[src/rtl/plle2_status_uart.sv]
// plle2_status_uart
//
// Reports the PLLE2 tester status over the board's UART TX pin so that a
// hardware run can be logged from a host terminal. A report goes out after
// each wrap of a free-running report timer, on every change of LOCKED, and
// on an explicit I_TRIG request. Each report is a five-character line:
// 'L' or 'U', two uppercase hex digits of the counter bits, then CR LF.
// Bytes are sent 8N1, LSB first, with no gap between bytes.
//
// Ports
//   CLK       system clock, all logic on the rising edge
//   RST       synchronous active-high reset; aborts any frame in flight
//   I_LOCKED  PLL LOCKED flag, asynchronous to CLK
//   I_CNT     tester counter bits, asynchronous to CLK
//   I_TRIG    single-cycle synchronous request for an extra report
//   O_TX      UART transmit line, idle high
//   O_BUSY    high while a frame is on the line
module plle2_status_uart #(
    parameter int BAUD_DIV      = 868,
    parameter int REPORT_PERIOD = 10000000,
    parameter int WIDTH         = 6
) (
    input  logic             CLK,
    input  logic             RST,
    input  logic             I_LOCKED,
    input  logic [WIDTH-1:0] I_CNT,
    input  logic             I_TRIG,
    output logic             O_TX,
    output logic             O_BUSY
);

    localparam int BW = (BAUD_DIV > 1) ? $clog2(BAUD_DIV) : 1;
    localparam int TW = (REPORT_PERIOD > 1) ? $clog2(REPORT_PERIOD) : 1;

    typedef enum logic [1:0] {
        IDLE,
        START,
        DATA,
        STOP
    } state_t;

    // Synchroniser and edge-detect registers
    logic             lock_meta_q, lock_meta_d;
    logic             lock_s_q,    lock_s_d;
    logic             lock_d_q,    lock_d_d;
    logic             lock_chg_q,  lock_chg_d;
    logic [WIDTH-1:0] cnt_meta_q,  cnt_meta_d;
    logic [WIDTH-1:0] cnt_s_q,     cnt_s_d;

    // Report scheduling
    logic [TW-1:0]    timer_q,     timer_d;
    logic             pending_q,   pending_d;
    logic             tick;

    // Frame sequencer and serialiser
    state_t           state_q,     state_d;
    logic [BW-1:0]    baud_q,      baud_d;
    logic [2:0]       bit_idx_q,   bit_idx_d;
    logic [2:0]       byte_idx_q,  byte_idx_d;
    logic             snap_lock_q, snap_lock_d;
    logic [7:0]       snap_cnt_q,  snap_cnt_d;
    logic             tx_q,        tx_d;
    logic             busy_q,      busy_d;
    logic             frame_start;
    logic             baud_end;
    logic [7:0]       cur_byte;

    assign O_TX   = tx_q;
    assign O_BUSY = busy_q;

    function automatic logic [7:0] hex_ascii(input logic [3:0] nib);
        if (nib < 4'd10) begin
            return 8'h30 + {4'h0, nib};
        end
        return 8'h37 + {4'h0, nib};
    endfunction

    // Two-flop synchronisers. The LOCKED change pulse is itself registered,
    // so a LOCKED edge reaches the pending flag one cycle after it is seen
    // in the synchronised domain.
    always_comb begin
        lock_meta_d = I_LOCKED;
        lock_s_d    = lock_meta_q;
        lock_d_d    = lock_s_q;
        lock_chg_d  = lock_s_q ^ lock_d_q;
        cnt_meta_d  = I_CNT;
        cnt_s_d     = cnt_meta_q;
    end

    // Free-running report timer; it keeps counting while frames are sent.
    assign tick = (timer_q == TW'(REPORT_PERIOD - 1));

    always_comb begin
        timer_d = timer_q + TW'(1);
        if (tick) begin
            timer_d = '0;
        end
    end

    // Any number of report requests collapse into a single pending bit.
    // A request on the same cycle a frame starts must survive, so the set
    // is applied after the clear.
    always_comb begin
        pending_d = pending_q;
        if (frame_start) begin
            pending_d = 1'b0;
        end
        if (tick || lock_chg_q || I_TRIG) begin
            pending_d = 1'b1;
        end
    end

    // Character for the byte currently being shifted out, built from the
    // snapshot taken when the frame started.
    always_comb begin
        cur_byte = 8'h0A;
        case (byte_idx_q)
            3'd0:    cur_byte = snap_lock_q ? 8'h4C : 8'h55;
            3'd1:    cur_byte = hex_ascii(snap_cnt_q[7:4]);
            3'd2:    cur_byte = hex_ascii(snap_cnt_q[3:0]);
            3'd3:    cur_byte = 8'h0D;
            default: cur_byte = 8'h0A;
        endcase
    end

    assign baud_end = (baud_q == BW'(BAUD_DIV - 1));

    // Frame sequencer. tx is registered and loaded with the value of the
    // next bit on the edge that ends the current one, so every bit lasts
    // exactly BAUD_DIV cycles and the stop bit of one byte runs straight
    // into the start bit of the next.
    always_comb begin
        state_d     = state_q;
        baud_d      = baud_q;
        bit_idx_d   = bit_idx_q;
        byte_idx_d  = byte_idx_q;
        snap_lock_d = snap_lock_q;
        snap_cnt_d  = snap_cnt_q;
        tx_d        = tx_q;
        busy_d      = busy_q;
        frame_start = 1'b0;

        case (state_q)
            IDLE: begin
                tx_d   = 1'b1;
                busy_d = 1'b0;
                if (pending_q) begin
                    frame_start = 1'b1;
                    state_d     = START;
                    baud_d      = '0;
                    bit_idx_d   = '0;
                    byte_idx_d  = '0;
                    snap_lock_d = lock_s_q;
                    snap_cnt_d  = 8'(cnt_s_q);
                    tx_d        = 1'b0;
                    busy_d      = 1'b1;
                end
            end

            START: begin
                if (baud_end) begin
                    baud_d    = '0;
                    bit_idx_d = '0;
                    state_d   = DATA;
                    tx_d      = cur_byte[0];
                end else begin
                    baud_d = baud_q + BW'(1);
                end
            end

            DATA: begin
                if (baud_end) begin
                    baud_d = '0;
                    if (bit_idx_q == 3'd7) begin
                        state_d = STOP;
                        tx_d    = 1'b1;
                    end else begin
                        bit_idx_d = bit_idx_q + 3'd1;
                        tx_d      = cur_byte[bit_idx_q + 3'd1];
                    end
                end else begin
                    baud_d = baud_q + BW'(1);
                end
            end

            STOP: begin
                if (baud_end) begin
                    baud_d = '0;
                    if (byte_idx_q < 3'd4) begin
                        byte_idx_d = byte_idx_q + 3'd1;
                        state_d    = START;
                        tx_d       = 1'b0;
                    end else begin
                        state_d = IDLE;
                        tx_d    = 1'b1;
                        busy_d  = 1'b0;
                    end
                end else begin
                    baud_d = baud_q + BW'(1);
                end
            end

            default: begin
                state_d = IDLE;
                tx_d    = 1'b1;
                busy_d  = 1'b0;
            end
        endcase
    end

    // All state registers; reset drops any frame in flight and any pending
    // request so nothing partial resumes afterwards.
    always_ff @(posedge CLK) begin
        if (RST) begin
            lock_meta_q <= 1'b0;
            lock_s_q    <= 1'b0;
            lock_d_q    <= 1'b0;
            lock_chg_q  <= 1'b0;
            cnt_meta_q  <= '0;
            cnt_s_q     <= '0;
            timer_q     <= '0;
            pending_q   <= 1'b0;
            state_q     <= IDLE;
            baud_q      <= '0;
            bit_idx_q   <= '0;
            byte_idx_q  <= '0;
            snap_lock_q <= 1'b0;
            snap_cnt_q  <= '0;
            tx_q        <= 1'b1;
            busy_q      <= 1'b0;
        end else begin
            lock_meta_q <= lock_meta_d;
            lock_s_q    <= lock_s_d;
            lock_d_q    <= lock_d_d;
            lock_chg_q  <= lock_chg_d;
            cnt_meta_q  <= cnt_meta_d;
            cnt_s_q     <= cnt_s_d;
            timer_q     <= timer_d;
            pending_q   <= pending_d;
            state_q     <= state_d;
            baud_q      <= baud_d;
            bit_idx_q   <= bit_idx_d;
            byte_idx_q  <= byte_idx_d;
            snap_lock_q <= snap_lock_d;
            snap_cnt_q  <= snap_cnt_d;
            tx_q        <= tx_d;
            busy_q      <= busy_d;
        end
    end

endmodule
[config.mk]
export PLATFORM = sky130hd
export DESIGN_NAME = plle2_status_uart
export DESIGN_NICKNAME = d
export VERILOG_FILES = /design/src/rtl/plle2_status_uart.sv
export SDC_FILE = /design/constraint.sdc
export NUM_CORES = 1
export LEC_CHECK = 0
export BUFFER_PORTS_ARGS = -buffer_cell sky130_fd_sc_hd__buf_2
export CAP_MARGIN = 20
export CELL_PAD_IN_SITES_DETAIL_PLACEMENT = 2
export CELL_PAD_IN_SITES_GLOBAL_PLACEMENT = 2
export CORE_MARGIN = 4
export CORE_UTILIZATION = 38
export DETAILED_ROUTE_END_ITERATION = 12
export HOLD_SLACK_MARGIN = 0.05
export PLACE_DENSITY = 0.89
export SKIP_CTS_REPAIR_TIMING = 1
export SLEW_MARGIN = 10
export SYNTH_ARGS = -nofsm -noshare
export SYNTH_HDL_FRONTEND = slang
export SYNTH_SLANG_ARGS = --single-unit
[constraint.sdc]
create_clock -name CLK -period 2.1 [get_ports CLK]
set_input_delay 0 -clock CLK [delete_from_list [all_inputs] [get_ports CLK]]
set_output_delay 0 -clock CLK [all_outputs]
set_load 0.01 [all_outputs]
After elaboration in Yosys (flattened, before gate mapping)
Index checks and enable logic that the tools add are counted.
{"block": "totals", "inputBits": 10, "mem_bits_rw": 0, "mem_count": 0, "latchBits": 0, "wordCells": 105, "register_bits": 68, "romBits": 0, "out_inout_bits": 2}
{"block": "classes", "n_bitwise": 1, "add_sub_neg": 8, "n_reduce_logical": 15, "muxes": 44, "n_mul": 0, "shift": 0, "div_mod_pow": 0, "magnitude_cmp": 4, "eq_ne": 17}
{"cell": "two-way mux 8 bit", "n": 4}
{"cell": "one-hot mux 8 bit (4 select lines)", "n": 1}
{"cell": "adder 24 x 1 -> 24 bit, second input constant", "n": 1}
{"cell": "equality test 24 bit, second input constant", "n": 1}
{"cell": "two-way mux 10 bit", "n": 2}
{"cell": "one-hot mux 10 bit (2 select lines)", "n": 1}
{"cell": "two-way mux 1 bit", "n": 18}
{"cell": "two-way mux 3 bit", "n": 6}
{"cell": "inequality test 2 bit, second input constant", "n": 8}
{"cell": "adder 6 x 2 -> 7 bit, first input constant", "n": 2}
{"cell": "adder 6 x 4 -> 7 bit, first input constant", "n": 2}
{"cell": "adder 10 x 1 -> 10 bit, second input constant", "n": 1}
{"cell": "equality test 10 bit, second input constant", "n": 1}
{"cell": "two-way mux 2 bit", "n": 5}
{"cell": "AND reduction 5 bit", "n": 2}
{"cell": "one-hot mux 3 bit (3 select lines)", "n": 1}
{"cell": "one-hot mux 2 bit (4 select lines)", "n": 1}
{"cell": "adder 3 x 1 -> 3 bit, second input constant", "n": 2}
{"cell": "equality test 3 x 2 -> 1 bit, second input constant", "n": 2}
{"cell": "one-hot mux 3 bit (2 select lines)", "n": 1}
{"cell": "AND reduction 3 bit", "n": 2}
{"cell": "two-way mux 5 bit", "n": 1}
{"cell": "equality test 2 bit, second input constant", "n": 2}
{"cell": "< comparator 2 x 4 -> 1 bit, second input constant", "n": 1}
{"cell": "19 further kinds", "n": 21}

Longest topological paths before layout
{"block": "depth", "ltp_word": 10, "mapped_depth": 10, "depth_no_buf": 8}

Worst setup path after synthesis
Ideal clock, no wire load.
{"block": "synth_path", "kind": "register to register", "start": "register state_q[0]", "end": "register tx_q, in the netlist O_TX", "path_buffers": 2, "setup_ns": 0.121, "arrival_ns": 1.624, "required_ns": 1.979, "path_stages_with_launch": 9, "period_less_slack_ns": 1.745, "slack_ns": 0.355, "cell_sequence": "dfxtp_1 > inv_1 > ha_1 > clkbuf_1 > and2_1 > clkbuf_1 > nor2_1 > a221oi_1 > nand2_1"}
{"block": "synth_via", "elab_chain_cells": 3, "word_cells_on_any_way": 9, "cone_classes": "eq/ne (6); mux (1); reduce/logical (2)"}
{"item": "start: declaration", "line": "56", "rtl": "state_t state_q, state_d;"}
{"item": "start signal: assignment", "line": "240", "rtl": "state_q <= state_d;"}
{"item": "equality test 2 x 1 -> 1 bit / equality test 2 bit (equally long branches)", "line": "143", "rtl": "case (state_q)"}
{"item": "inequality test 2 bit (no source line)"}
{"item": "AND reduction 3 bit (no source line)"}
{"item": "end signal: assignment", "line": "246", "rtl": "tx_q <= tx_d;"}
{"item": "end: declaration", "line": "62", "rtl": "logic tx_q, tx_d;"}
Parallel ways exist; a longest one is shown, timed or not.
A chain may end at the register's enable or synchronous reset.

Final worst setup path
{"block": "layout_path", "start": "register baud_q[1]", "end": "register state_q[1]"}
{"block": "layout_via", "elab_chain_cells": 3, "word_cells_on_any_way": 5, "cone_classes": "eq/ne (4); reduce/logical (1)"}
{"item": "start: declaration", "line": "57", "rtl": "logic [BW-1:0] baud_q, baud_d;"}
{"item": "start signal: assignment", "line": "241", "rtl": "baud_q <= baud_d;"}
{"item": "equality test 10 bit (*)", "line": "126", "rtl": "assign baud_end = (baud_q == BW'(BAUD_DIV - 1));"}
{"item": "inequality test 2 bit (no source line)"}
{"item": "AND reduction 5 bit (no source line) (*)"}
Every way passes the cells marked *; elsewhere a longest branch is shown, timed or not.

==> results.md <==
- The first global-routing pass estimated about 16 mm of wire.
- At the placement stage, the worst setup path has a slack of 0.0337 ns.
- The maximum number of pins on one net before global-route repair is 41.
- The cell chosen for the clock root is sky130_fd_sc_hd__clkbuf_8.
- Sorting the synthesized cells by how often they occur yields 68 x sky130_fd_sc_hd__dfxtp_1, 57 x sky130_fd_sc_hd__nor2_1, 36 x sky130_fd_sc_hd__nand2_1.
- Yosys printed 0 warnings.
- The arrival time at the worst endpoint is about 2.2 ns.
- The leakage power summed over all cells is 1.39 nW.
- The number of instances in the synthesized netlist is 360.
- The register clock-pin slew on the reported worst setup and hold paths is 0.10 ns.
- The final route contains 2686 vias.
- The post-route worst hold slack is about 0.19 ns.
- The CTS tree is built.
- The class of the worst hold path is primary input to flop.
- The startpoint identified for the worst register-to-register timing path is baud_q[1].
- For the pin with the worst max-slew slack, the measured transition is 0.737 ns.
- After detailed routing, the number of vias per cell comes to 5.34.
- The die is 99.7 µm tall.
- STA puts the critical path data required time at 2.32 ns.
- Tracing the worst setup path back leads to its startpoint at baud_q[1].
- After layout, the worst setup slack is around 0.1 ns.
- The worst setup path is of the flop to flop kind.
- The critical path ends at state_q[1].
- During I/O placement, the number of pins put on the boundary was 12.
- The setup check on the worst reg-to-reg path leaves a slack of a little under 0.1 ns.
- The cell area after synthesis is around 0.0032 mm².
- The clock net in this run drives a total of 68 sinks.
- Leaving out filler cells and counting taps, the final layout contains a little over 500.
- The number of antenna violations at the first check in global routing is 0.
- In this run the tightest slew margin relative to its limit is 50.9%.
- The number of routed nets with antenna violations is 0.
- The floorplan step defined a die boundary enclosing 0.00994 mm².
- The final weighted congestion in routability-driven placement is 0.771.
- Across the VDD grid, the largest voltage drop is 0.000357 V.
- The largest individual stage delay along the critical path comes from the cell sky130_fd_sc_hd__dfxtp_1.
- The placement row count is 33.
- The ratio of final minimum period to clock period is a little over nine tenths.
- The average cell area after synthesis is 8.88 µm².
- During placement, the flow inserted port buffers numbering 11.
- The number of pins exceeding their max-slew limit in the final report was 0.
- The x dimension of the die is roughly 100 µm.
- The post-synth net total is 385.
- The worst setup path is captured at a flop.
- The most common cell in the synthesized netlist is sky130_fd_sc_hd__dfxtp_1.
- The power per cell area is 905 mW/mm².
- The region available for standard cell placement spans 0.00822 mm².
- The first routing iteration left 46 violations.
- Of the cells placed in the final design, the portion with a size suffix greater than 1 is about 15%.
- The via count of the first global-routing pass is ~3000.
- Summed over its instances, the top area cell type makes up 42.6% of the synthesized netlist area.
- At the later pin of the worst-skew pair, clock insertion delay measures between 0.3 and 0.4 ns.
- The top fanout value on the critical path is 8.
- After detailed routing, the total wire length is 9.70 mm.
- In the routed design, unresolved DRC markers number 0.
- The pre-antenna-repair detailed-routing pass consisted of 5 iterations.
- The time the worst path needs with I/O delays and setup is 2.00 ns.
- The clock tree skew after final layout is 0.0184 ns.
- The wire-length estimate of the detail-placed layout is around 6.3 mm.
- The number of cells on the worst reg-to-reg path is 8.
- The antenna cell count is 0.
- The flow ran to the end, and the final reports show no timing, DRC or antenna violations.
- The routed length per placed instance is ~19 µm.
- The number of nets in the layout is 418.
- Counting tap cells, the placed design contains a total of 477 instances.
- The largest stage delay on the critical path is 0.42 ns.
- The critical path goes through ha_1, nand4b_1, nor3_4, buf_4, o21ai_1, a21oi_2, mux2i_1, nor2_1.
- Synthesis instantiated 56 different standard cells from the library.
- The CTS buffer count is 9.
- The highest achievable clock rate is 0.500 GHz.
- The overall fraction of global-route tracks in use is 19.6%.
- After global routing the overflow that remains totals 0.
- Max-cap violations in this run came to 0.
- The top flip-flop cell by instance count after synthesis is sky130_fd_sc_hd__dfxtp_1.
- The most area-hungry cell type in the Yosys netlist is sky130_fd_sc_hd__dfxtp_1.
- The flip-flop and latch count after synthesis is 68.
- The depth of the CTS H-tree is 3.
- Sequential cells were found to cover 42.6% of the synthesized design area.
- The growth of design area from synthesis to finish is 16.5%.
- Ranked by total cell area, the synthesized netlist is headed by sky130_fd_sc_hd__dfxtp_1 43%, sky130_fd_sc_hd__nor2_1 6.7%, sky130_fd_sc_hd__ha_1 5.9%.
- STA classifies the critical path startpoint as a flop.
- The synthesized design contains 0 enable-type register cells.
- The number of setup violations in the final report is 0.
- The count of final hold-check violations is 0.
- The fraction of synthesis flops using an asynchronous set or reset pin is 0%.
- The endpoint of the worst-slack reg-to-reg timing path is state_q[1].
- The longest clock path from root to sink contains 2 buffers.
- Once the floorplan was initialized, standard cells occupied approximately 39% of the core.
[per-stage QoR]
stage	utilization (%)	TNS, ns	area [µm²]	power (W)
6_report	45.3	0	3720	0.00337
3_3_place_gp	41.5	0	3410	0.00213
3_5_place_dp	41.5	0	3410	0.00220
4_1_cts	43.9	-0.000972	3610	0.00334
5_1_grt	45.3	-0.285	3720	0.00356
2_1_floorplan	-	0	3200	0.00194
[kinds of logic after synthesis]
group	after synthesis	share of synthesized area, %
muxes	2	0.626
buffers and inverters	26	4.30
adders and majority gates	15	5.87
DFF	68	42.6
xor gates and xnor gates	31	8.49
AOI/OAI and AO/OA	53	12.0
and+or+nand+nor	165	26.1
[state kept, by name, summed over array words and instances, names as in the netlist]
| register | flops |
|---|---|
| bit_idx_q | 3 |
| cnt_s_q | 6 |
| snap_lock_q | 1 |
| state_q | 2 |
| snap_cnt_q | 6 |
| lock_meta_q | 1 |
| pending_q | 1 |
| timer_q | 24 |
| lock_d_q | 1 |
| O_BUSY | 1 |
| byte_idx_q | 3 |
| lock_d_d | 1 |
| lock_chg_q | 1 |
| baud_q | 10 |
| O_TX | 1 |
| cnt_meta_q | 6 |
[metal layers]
metal	routed length, µm	track usage (%)
met5	0	0
met1	3910	23.1
met4	150	6.30
met2	5360	35.3
met3	277	4.21
[placed cells by master (no fill, tap or decap), drive strengths merged, types with 13 or more instances in the layout]
cell   netlist  layout
dfxtp       68      68
nor2        57      57
nand2       37      37
buf          8      26
a21oi       20      20
xor2        18      18
nor2b       17      17
nand3       17      17
inv         14      16
ha          15      15
xnor2       13      13
[worst max-delay path: cells and delay by family (launching register included)]
family	cells	cell delay (ns)
and+or+nand+nor	3	0.50
AOI/OAI and AO/OA	2	0.27
adders and majority gates	1	0.25
buffers and inverters	1	0.23
muxes	1	0.20
DFF	1	0.42
[power by group]
group,internal (W),total [W],switching (W)
sequential,0.00135,0.00141,0.0000564
combinational,0.000313,0.000816,0.000503
clock,0.000555,0.00115,0.000596
[layout make-up]
type,count,area [µm²]
flip-flops and latches,68,1360
fillers,897,4490
clock inverters,7,75.1
clock buffers,9,124
well taps,105,131
repair buffers,34,260
inverters,14,52.6
multi-input cells,266,1720
[how the worst min path moves through the flow]
stage / startpoint / endpoint / slack (ns) / cells after the start
finish: RST / timer_q[2] / 0.19 / 2
global route: RST / cnt_s_q[4] / 0.24 / 2
CTS: I_CNT[2] / cnt_meta_q[2] / -0.16 / 2
detailed placement: I_CNT[2] / cnt_meta_q[2] / 0.22 / 2
global placement: I_CNT[3] / cnt_meta_q[3] / 0.22 / 2
floorplan: I_CNT[5] / cnt_meta_q[5] / 0.13 / 1
Note: power is estimated with default switching activity, not from simulation.
